<file path="src/rtl/instr_fetch_unit_pkg.sv">
// rtl/instr_fetch_unit_pkg.sv - shared states, opcodes and width defaults for the fetch unit
package instr_fetch_unit_pkg;

  localparam int ADDR_W_DEF = 5;
  localparam int DATA_W_DEF = 32;

  typedef enum logic [2:0] {
    S_IDLE  = 3'd0,
    S_FETCH = 3'd1,
    S_WAIT  = 3'd2,
    S_HOLD  = 3'd3,
    S_DRAIN = 3'd4,
    S_DONE  = 3'd5
  } state_t;

  localparam logic [5:0] OP_J    = 6'b000010;
  localparam logic [5:0] OP_BEQ  = 6'b000100;
  localparam logic [5:0] OP_ADDI = 6'b001000;
  localparam logic [5:0] OP_LW   = 6'b100011;

endpackage

</file>
<file path="src/rtl/instr_fetch_unit_pc_target_calc.sv">
// rtl/instr_fetch_unit_pc_target_calc.sv - combinational jump/branch target adder
module pc_target_calc
  import instr_fetch_unit_pkg::*;
#(
  parameter int ADDR_W = ADDR_W_DEF
) (
  input  logic              i_is_jump,
  input  logic [ADDR_W-1:0] i_base,
  input  logic [25:0]       i_imm,
  output logic [ADDR_W-1:0] o_target
);

  logic [31:0]        w_sext;
  logic [31:0]        w_sel;
  logic [31-ADDR_W:0] w_unused_hi;

  // Jump takes the raw target field; branch is base+1 plus the signed 16-bit offset.
  // Both are formed at 32 bits and the low ADDR_W bits give the wrap-around.
  always_comb begin
    w_sext      = {{16{i_imm[15]}}, i_imm[15:0]};
    w_sel       = i_is_jump ? {6'b0, i_imm} : (32'(i_base) + 32'd1 + w_sext);
    o_target    = w_sel[ADDR_W-1:0];
    w_unused_hi = w_sel[31:ADDR_W];
  end

endmodule

</file>
<file path="src/rtl/instr_fetch_unit.sv">
// rtl/instr_fetch_unit.sv - program counter and fetch sequencer in front of instruction memory
module instr_fetch_unit
  import instr_fetch_unit_pkg::*;
#(
  parameter int ADDR_W   = ADDR_W_DEF,
  parameter int DATA_W   = DATA_W_DEF,
  parameter int PROG_LEN = 6
) (
  input  logic              clk,
  input  logic              rst_n,
  output logic              imem_req,
  output logic [ADDR_W-1:0] imem_addr,
  input  logic              imem_rvalid,
  input  logic [DATA_W-1:0] imem_rdata,
  output logic              out_valid,
  input  logic              out_ready,
  output logic [DATA_W-1:0] out_instr,
  output logic [ADDR_W-1:0] out_pc,
  input  logic              redirect_valid,
  input  logic              redirect_is_jump,
  input  logic [ADDR_W-1:0] redirect_base,
  input  logic [25:0]       redirect_imm,
  output logic              halted
);

  state_t            r_state;
  logic [ADDR_W-1:0] r_pc;
  logic              r_imem_req;
  logic [ADDR_W-1:0] r_imem_addr;
  logic              r_out_valid;
  logic [DATA_W-1:0] r_out_instr;
  logic [ADDR_W-1:0] r_out_pc;
  logic              r_halted;

  logic [ADDR_W-1:0] w_target;
  logic [ADDR_W-1:0] w_dec_pc;
  logic              w_redirect;
  logic              w_rsp_owed;
  logic              w_decide;
  logic              w_dec_done;

  pc_target_calc #(
    .ADDR_W(ADDR_W)
  ) u_target (
    .i_is_jump(redirect_is_jump),
    .i_base   (redirect_base),
    .i_imm    (redirect_imm),
    .o_target (w_target)
  );

  // Fetch decision: is this edge the point where the next fetch (or halt) is chosen, and with which pc
  always_comb begin
    w_decide   = 1'b0;
    w_redirect = redirect_valid && (r_state != S_DONE);
    w_rsp_owed = (r_state == S_WAIT) || (r_state == S_DRAIN);
    w_dec_pc   = w_redirect ? w_target : r_pc;
    w_dec_done = int'(w_dec_pc) >= PROG_LEN;
    if (w_redirect) begin
      // An owed response must be swallowed first unless it lands in this very cycle
      w_decide = !(w_rsp_owed && !imem_rvalid);
    end else begin
      case (r_state)
        S_IDLE:  w_decide = 1'b1;
        S_HOLD:  w_decide = r_out_valid && out_ready;
        S_DRAIN: w_decide = imem_rvalid;
        default: w_decide = 1'b0;
      endcase
    end
  end

  // Sequencer: one-shot request, capture, hold for decode, drain cancelled fetches, sticky halt
  always_ff @(posedge clk or negedge rst_n) begin
    if (!rst_n) begin
      r_state     <= S_IDLE;
      r_pc        <= '0;
      r_imem_req  <= 1'b0;
      r_imem_addr <= '0;
      r_out_valid <= 1'b0;
      r_out_instr <= '0;
      r_out_pc    <= '0;
      r_halted    <= 1'b0;
    end else begin
      r_imem_req <= 1'b0;
      if (w_decide) begin
        r_pc        <= w_dec_pc;
        r_out_valid <= 1'b0;
        if (w_dec_done) begin
          r_state  <= S_DONE;
          r_halted <= 1'b1;
        end else begin
          r_state     <= S_FETCH;
          r_imem_req  <= 1'b1;
          r_imem_addr <= w_dec_pc;
        end
      end else if (w_redirect) begin
        r_pc        <= w_target;
        r_out_valid <= 1'b0;
        r_state     <= S_DRAIN;
      end else begin
        case (r_state)
          S_FETCH: r_state <= S_WAIT;
          S_WAIT: begin
            if (imem_rvalid) begin
              r_out_instr <= imem_rdata;
              r_out_pc    <= r_pc;
              r_out_valid <= 1'b1;
              r_pc        <= r_pc + 1'b1;
              r_state     <= S_HOLD;
            end
          end
          default: ;
        endcase
      end
    end
  end

  assign imem_req  = r_imem_req;
  assign imem_addr = r_imem_addr;
  assign out_valid = r_out_valid;
  assign out_instr = r_out_instr;
  assign out_pc    = r_out_pc;
  assign halted    = r_halted;

endmodule

</file>
<file path="config.mk">
export PLATFORM = sky130hd
export DESIGN_NAME = instr_fetch_unit
export DESIGN_NICKNAME = d
export VERILOG_FILES = /design/src/rtl/instr_fetch_unit_pkg.sv /design/src/rtl/instr_fetch_unit_pc_target_calc.sv /design/src/rtl/instr_fetch_unit.sv
export SDC_FILE = /design/constraint.sdc
export NUM_CORES = 1
export LEC_CHECK = 0
export BUFFER_PORTS_ARGS = -buffer_cell sky130_fd_sc_hd__buf_2
export CAP_MARGIN = 0
export CORE_MARGIN = 3
export CORE_UTILIZATION = 50
export CTS_CLUSTER_DIAMETER = 30
export DETAILED_ROUTE_END_ITERATION = 12
export GPL_TIMING_DRIVEN = 0
export HOLD_SLACK_MARGIN = 0.05
export PLACE_DENSITY_LB_ADDON = 0.05
export SYNTH_ARGS = -nofsm -noshare
export SYNTH_HDL_FRONTEND = slang
export SYNTH_SLANG_ARGS = --single-unit
</file>
<file path="constraint.sdc">
create_clock -name clk -period 4.7 [get_ports clk]
set_input_delay 0 -clock clk [delete_from_list [all_inputs] [get_ports clk]]
set_output_delay 0 -clock clk [all_outputs]
set_load 0.01 [all_outputs]
</file>
==> qor.yml, run 1 <==
cp.required_ps: 4900
start_util_pct: 54.1
crit_fanout: 7
wl_per_cell_um: 12.6
finalHoldViolations: 0
h-tree-depth: 2
fmax_mhz: 385
synth.ff_latch_count: 53
p_sw_share_pct: 35.5
cts_num_sinks: 53
synth_edf_count: 0
grt_start_max_net_pins: 54
instances_no_fill: 473
fin_nets: 482
crit_path_cell_trace: "dlygate4sd3_1 > buf_2 > ha_1 > or4b_1 > o311a_1 > a211oi_2 > o2111ai_2 > a21boi_4 > mux2_1"
die-width_um: 76.2
row_count: 24
period_needed_ps: 2600
syn_area_um2: 2470
internal_power_mw: 0.911
viasPerCell: 4.92
yosysUniqueCellTypes: 43
synth_top_area_share_pct: 53.8
min_path_type: "input port to flop"
drc: 0
yosys.area.top_type: "dfrtp_1"
maxSlewHeadroom_pct: 22.7
placedCellCount: 430
die_area_um2: 5810
drt_iter0_drc: 95
vdd_drop_max_uv: 295
cts_made_buffers: 5
yosysSeqAreaShare_pct: 53.8
power.switching_mw: 0.502
worst_path_max_delay_cell: "dlygate4sd3_1"
postLayoutCoreUtil_pct: 75.7
crit_type: "input port to flop"
endpoint_kind: "flop"
gp_congestion: 0.827
cts_tree: "built"
cap_violations: 0
grt_pass1_wl_um: 10400
synth_area_leaders: "dfrtp_1 54%, nand2_1 18%, ha_1 2.5%"
worstSetupStartpointType: "input port"
n_antenna_cell: 0
coreArea_um2: 4560
syn-instance-count: 273
grt_setup_unrepaired: "no"
setup_viol: 0
detailed_place_hpwl_um: 4020
cts_resized: 0
critPathArrivalTime_ps: 2800
status: "finished clean"
overflow: 0
cts.clk_slew.worst_paths_ps: 90
root_buffer: "clkbuf_8"
drt_first_pass_iters: 4
synth_common_cells: "120 x nand2_1, 53 x dfrtp_1, 8 x inv_1, 8 x nor2_1"
io_buffers: 92
slowest_delay_ps: 530
tns_ps: 0
leakage_nw: 1.93
sequentialPowerShare_pct: 46.6
ys_warn_count: 0
area_growth_pct: 40.1
io_pins: 114
async_flop_share_pct: 100
clockPowerShare_pct: 19.1
finalCritPeriodShare_pct: 55.3
ant_nets: 0
yosysMostFrequentCell: "nand2_1"
drive_above_1_share_pct: 25.5
comb_power_share_pct: 34.3
cellPowerDensity_nw_per_um2: 409
grt_antenna_before_repair: 0
vias: 2325
wl_um: 5980
ys.flop_type: "dfrtp_1"
clock-skew-final_ps: 4.39
slew_violations: 0
grt_pass1_vias: 2252
dieHeight_um: 76.2
track_usage_pct: 21.5
clk_path_buf_depth: 2
worst_slew_pin_slew_ps: 1160
synth_fp_nets: 348
post_synth.cell_area_avg_um2: 9.04
clock_latency_ps: 310
## state kept, by name (all words and copies together) (netlist names)
name and cells:
halted 1, imem_addr 5, imem_req 1, out_instr 32, out_pc 5, out_valid 1
r_pc 5, r_state 3
## worst max-delay path, delay by kind of cell
| family | cells | cell delay [ps] |
|---|---|---|
| AOI/OAI and AO/OA | 4 | 950 |
| adders and majority gates | 1 | 330 |
| buffers and inverters | 2 | 670 |
| muxes | 1 | 350 |
| and+or+nand+nor | 1 | 490 |
## kinds of logic (layout without fill, tap and decap cells)
logic type / after synthesis / in the layout / share of synthesized area [%]
buffers and inverters: 19 / 154 / 2.94
AND/OR/NAND/NOR: 149 / 149 / 25.3
flip-flops: 53 / 53 / 53.8
XOR/XNOR: 5 / 5 / 1.78
multiplexers: 7 / 7 / 2.89
adder cells (fa/ha/maj): 6 / 6 / 3.35
AO/OA/AOI/OAI: 34 / 34 / 10.0
## per-layer routing
metal,global-route usage [%],up-vias,part of all wire (%)
met1,29.1,1093,46
met2,34.9,65,47
met5,0,-,0
met3,5.32,7,5.6
li1,-,1160,-
met4,5.07,0,1.3
## path summary, 6_finish.rpt
| kind | start | cells past startpoint | endpoint | slack (ps) |
|---|---|---|---|---|
| min in group asynchronous | rst_n | 2 | out_instr[0]$_DFFE_PN0P_ | 460 |
| max | redirect_imm[3] | 9 | imem_addr[2]$_DFFE_PN0P_ | 2100 |
| min | imem_rvalid | 3 | r_state[0]$_DFFE_PN0P_ | 70 |
| max in group asynchronous | rst_n | 2 | out_instr[17]$_DFFE_PN0P_ | 3530 |
| max reg2reg | r_state[1]$_DFFE_PN0P_ | 6 | imem_addr[2]$_DFFE_PN0P_ | 2390 |
| min reg2reg | out_instr[24]$_DFFE_PN0P_ | 2 | out_instr[24]$_DFFE_PN0P_ | 480 |
## power groups by stage
stage	logic (mW)	registers, mW	clock network (mW)
2_1_floorplan	0.247	0.695	0
3_3_place_gp	0.452	0.660	0
3_5_place_dp	0.462	0.665	0
4_1_cts	0.486	0.656	0.273
5_1_grt	0.545	0.672	0.291
6_report	0.485	0.658	0.270
## per-stage QoR
step                      setup WS [ps]  hold slack [ps]  area (um^2)  total power, mW
after detailed placement           2320              194         3010             1.13
after CTS                          2080             63.6         3460             1.42
after global routing               1930             86.9         3460             1.51
final                              2100             74.5         3460             1.41
after floorplan                    2650             -296         2470            0.942
after global placement             2300              189         3010             1.11
## repair_timing
| item | 4_1_cts | 5_1_grt |
|---|---|---|
| endpoints found under the hold margin | 87 | 0 |
| hold buffers | 35 | 0 |
| endpoints found under the setup margin | 0 | 0 |
| buffers inserted | 0 | 0 |
## cells in the final DEF, fill, tap and decap left out, types with 4 or more instances in the layout
cell type and instances:
nand2_1 120, buf_2 93, clkbuf_8 6, o21ai_1 4, ha_1 5, clkbuf_1 7, inv_1 8, nor2_1 8
nor2b_1 5, dfrtp_1 53, dlygate4sd3_1 35, mux2i_1 6, a21oi_1 7
## cell type report
class                           instances  area, um^2
Buffer                                 11        42.5
Clock buffer                            6        82.6
Clock inverter                          2        13.8
Fill cell                             351        1110
Inverter                                8        30.0
Multi-Input combinational cell        201        1070
Sequential cell                        53        1330
Tap cell                               65        81.3
Timing Repair Buffer                  127         811
Power figures use the tool's default switching activity.
==> run 2, diff against run 1 <==
CORE_UTILIZATION = 42   (was 50)
clock period = 2.2 ns   (was 4.7 ns; I/O delays follow)
==> run 2 against run 1 <==
Setup slack got worse by 2000 ps. Non-clock buffer count increased by 1. Register-to-register slack got worse by 2200 ps. Combinational power increased by 120%. Clock power up 120%. Power grew 120%. Hold slack gained 4.8 ps. Utilization down 13 points. Cell area grew 1.4%. Critical path type is now flop to flop.
==> qor.yml, run 2 (synthesized netlist as in run 1, its figures left out) <==
die_area_um2: 6830  # +17%
crit_fanout: 9  # +2
finalCritPeriodShare_pct: 93.2
finalHoldViolations: 0  # unchanged
crit_path_cell_trace: "buf_2 > nand2b_1 > o2bb2ai_1 > a41oi_2 > nor2_2 > or4_1 > a31oi_1"
die-width_um: 82.6  # +8.4%
vdd_drop_max_uv: 572  # +94%
place_ws_ps: -180  # -2500 ps
start_util_pct: 44.0  # -10 points
postPlaceCellArea_um2: 3020  # +0.29%
viasPerCell: 4.73  # -3.8%
largest_reg_flops: 32  # unchanged
ant_nets: 0  # unchanged
wl_per_cell_um: 12.3  # -2.7%
wl_um: 5910  # -1.1%
h-tree-depth: 2  # unchanged
cp_num_buf_inv: 1  # -1
critPathArrivalTime_ps: 2280  # -520 ps
rr_worst_depth: 7  # +1
clk_path_buf_depth: 2  # unchanged
cts_num_sinks: 53  # unchanged
fin_nets: 483  # +0.21%
drive_above_1_share_pct: 27.6  # +2.1 points
crit_type: "flop to flop"
overflow: 0  # unchanged
drc: 0  # unchanged
cp.required_ps: 2430  # -2470 ps
clockPowerShare_pct: 19.1  # about the same
fmax_mhz: 488
cp_top_family: "simple AND/OR/NAND/NOR gates"
grt_antenna_before_repair: 0  # unchanged
grt_setup_unrepaired: "no"
setup_ws_ps: 149  # -1950 ps
io_buffers: 92  # unchanged
clock_latency_ps: 300  # about the same
gp_congestion: 0.768  # -7.1%
slew_violations: 0  # unchanged
internal_power_mw: 2.00  # +120%
dieHeight_um: 82.6  # +8.4%
status: "finished clean"
comb_power_share_pct: 34.8  # +0.5 points
io_pins: 114  # unchanged
grt_start_max_net_pins: 54  # unchanged
worstSetupStartpointType: "flop"
cts_made_buffers: 5  # unchanged
root_buffer: "clkbuf_8"
most-common-layout-cells: "120 x nand2_1, 93 x buf_2, 53 x dfrtp_1"
sequentialPowerShare_pct: 46.1  # -0.5 points
detailed_place_hpwl_um: 4190  # +4.0%
coreArea_um2: 5610  # +23%
cap_violations: 0  # unchanged
n_antenna_cell: 0  # unchanged
fillerInstances: 515  # +47%
track_usage_pct: 18.2  # -3.3 points
min_path_type: "input port to flop"
leakage_nw: 1.95  # +1.1%
vias: 2274  # -2.2%
power.switching_mw: 1.05  # +110%
endpoint_kind: "flop"
hold-path-cell-count: 3  # unchanged
fin_area_um2: 3500  # +1.4%
cellPowerDensity_nw_per_um2: 871  # +110%
row_count: 27  # +13%
area_growth_pct: 42.0
drt_iter0_drc: 40  # -58%
cts_tree: "built"
clock-skew-final_ps: 10.9  # +6.49 ps
drt_first_pass_iters: 5  # +1
grt_pass1_vias: 2124  # -5.7%
grt_pass1_wl_um: 9540  # -8.2%
tns_ps: 0  # unchanged
worst_path_max_delay_cell: "or4_1"
slowest_delay_ps: 500  # -30 ps
setup_viol: 0  # unchanged
worst_slew_pin_slew_ps: 1170  # +7.04 ps
maxSlewHeadroom_pct: 22.3  # -0.47 points
period_needed_ps: 2050
cts.clk_slew.worst_paths_ps: 100  # about the same
p_sw_share_pct: 34.5  # -0.99 points
cp.depth: 7  # -2
layout_commonest_cell: "nand2_1"
-- run 2: power by group through the flow --
stage | clock (mW) | sequential, mW | combinational (mW)
after floorplan | 0 | 1.48 | 0.528
after detailed placement | 0 | 1.42 | 0.992
final | 0.584 | 1.41 | 1.06
after global placement | 0 | 1.41 | 0.969
after CTS | 0.609 | 1.40 | 1.05
after global routing | 0.648 | 1.44 | 1.20
-- run 2: final cells by class --
cell class                      instances  area [um^2]  area share [%]
Sequential cell                        53         1330            37.9
Multi-Input combinational cell        201         1090            31.1
Timing Repair Buffer                  129          826            23.6
Clock buffer                            7         96.3            2.75
Tap cell                               72         90.1            2.57
Buffer                                 10         41.3            1.18
Inverter                                8         30.0           0.857
Clock inverter                          1         5.00           0.143
-- run 2: routing by layer --
layer	global-route usage, %	routed length, um	vias to the layer above
li1	-	-	1163
met4	5.39	71	0
met1	22.6	2620	1042
met5	0	0	-
met2	31.6	2900	63
met3	4.01	328	6
-- run 2: timing repair --
action / 4_1_cts / 5_1_grt
endpoints found under the hold margin: 87 / 0
pin swaps: 0 / 1
gates resized for setup: 3 / 4
hold buffers: 35 / 0
buffers inserted: 0 / 2
setup endpoints to repair: 5 / 4
-- run 2: worst paths after layout --
check / start / endpoint / slack, ps
setup / recovery: r_state[1]$_DFFE_PN0P_ / r_pc[3]$_DFFE_PN0P_ / 150
hold / removal: imem_rvalid / r_state[0]$_DFFE_PN0P_ / 80
setup reg to reg: r_state[1]$_DFFE_PN0P_ / r_pc[3]$_DFFE_PN0P_ / 150
hold reg to reg: out_pc[3]$_DFFE_PN0P_ / out_pc[3]$_DFFE_PN0P_ / 480
max in group asynchronous: rst_n / out_pc[2]$_DFFE_PN0P_ / 1020
min in group asynchronous: rst_n / out_instr[31]$_DFFE_PN0P_ / 480
-- run 2: worst min-delay path: cells and delay by family --
kind | cells | cell delay (ps)
compound gates | 2 | 230
buf+inv | 1 | 120
-- run 2: metrics by stage --
stage	instances	utilization, %	hold WS, ps	power (mW)
floorplan	273	-	-296	2.01
global placement	437	53.8	188	2.38
detailed placement	437	53.8	196	2.42
CTS	480	62.0	56.8	3.06
global route	481	62.5	123	3.29
finish	481	62.5	79.3	3.05
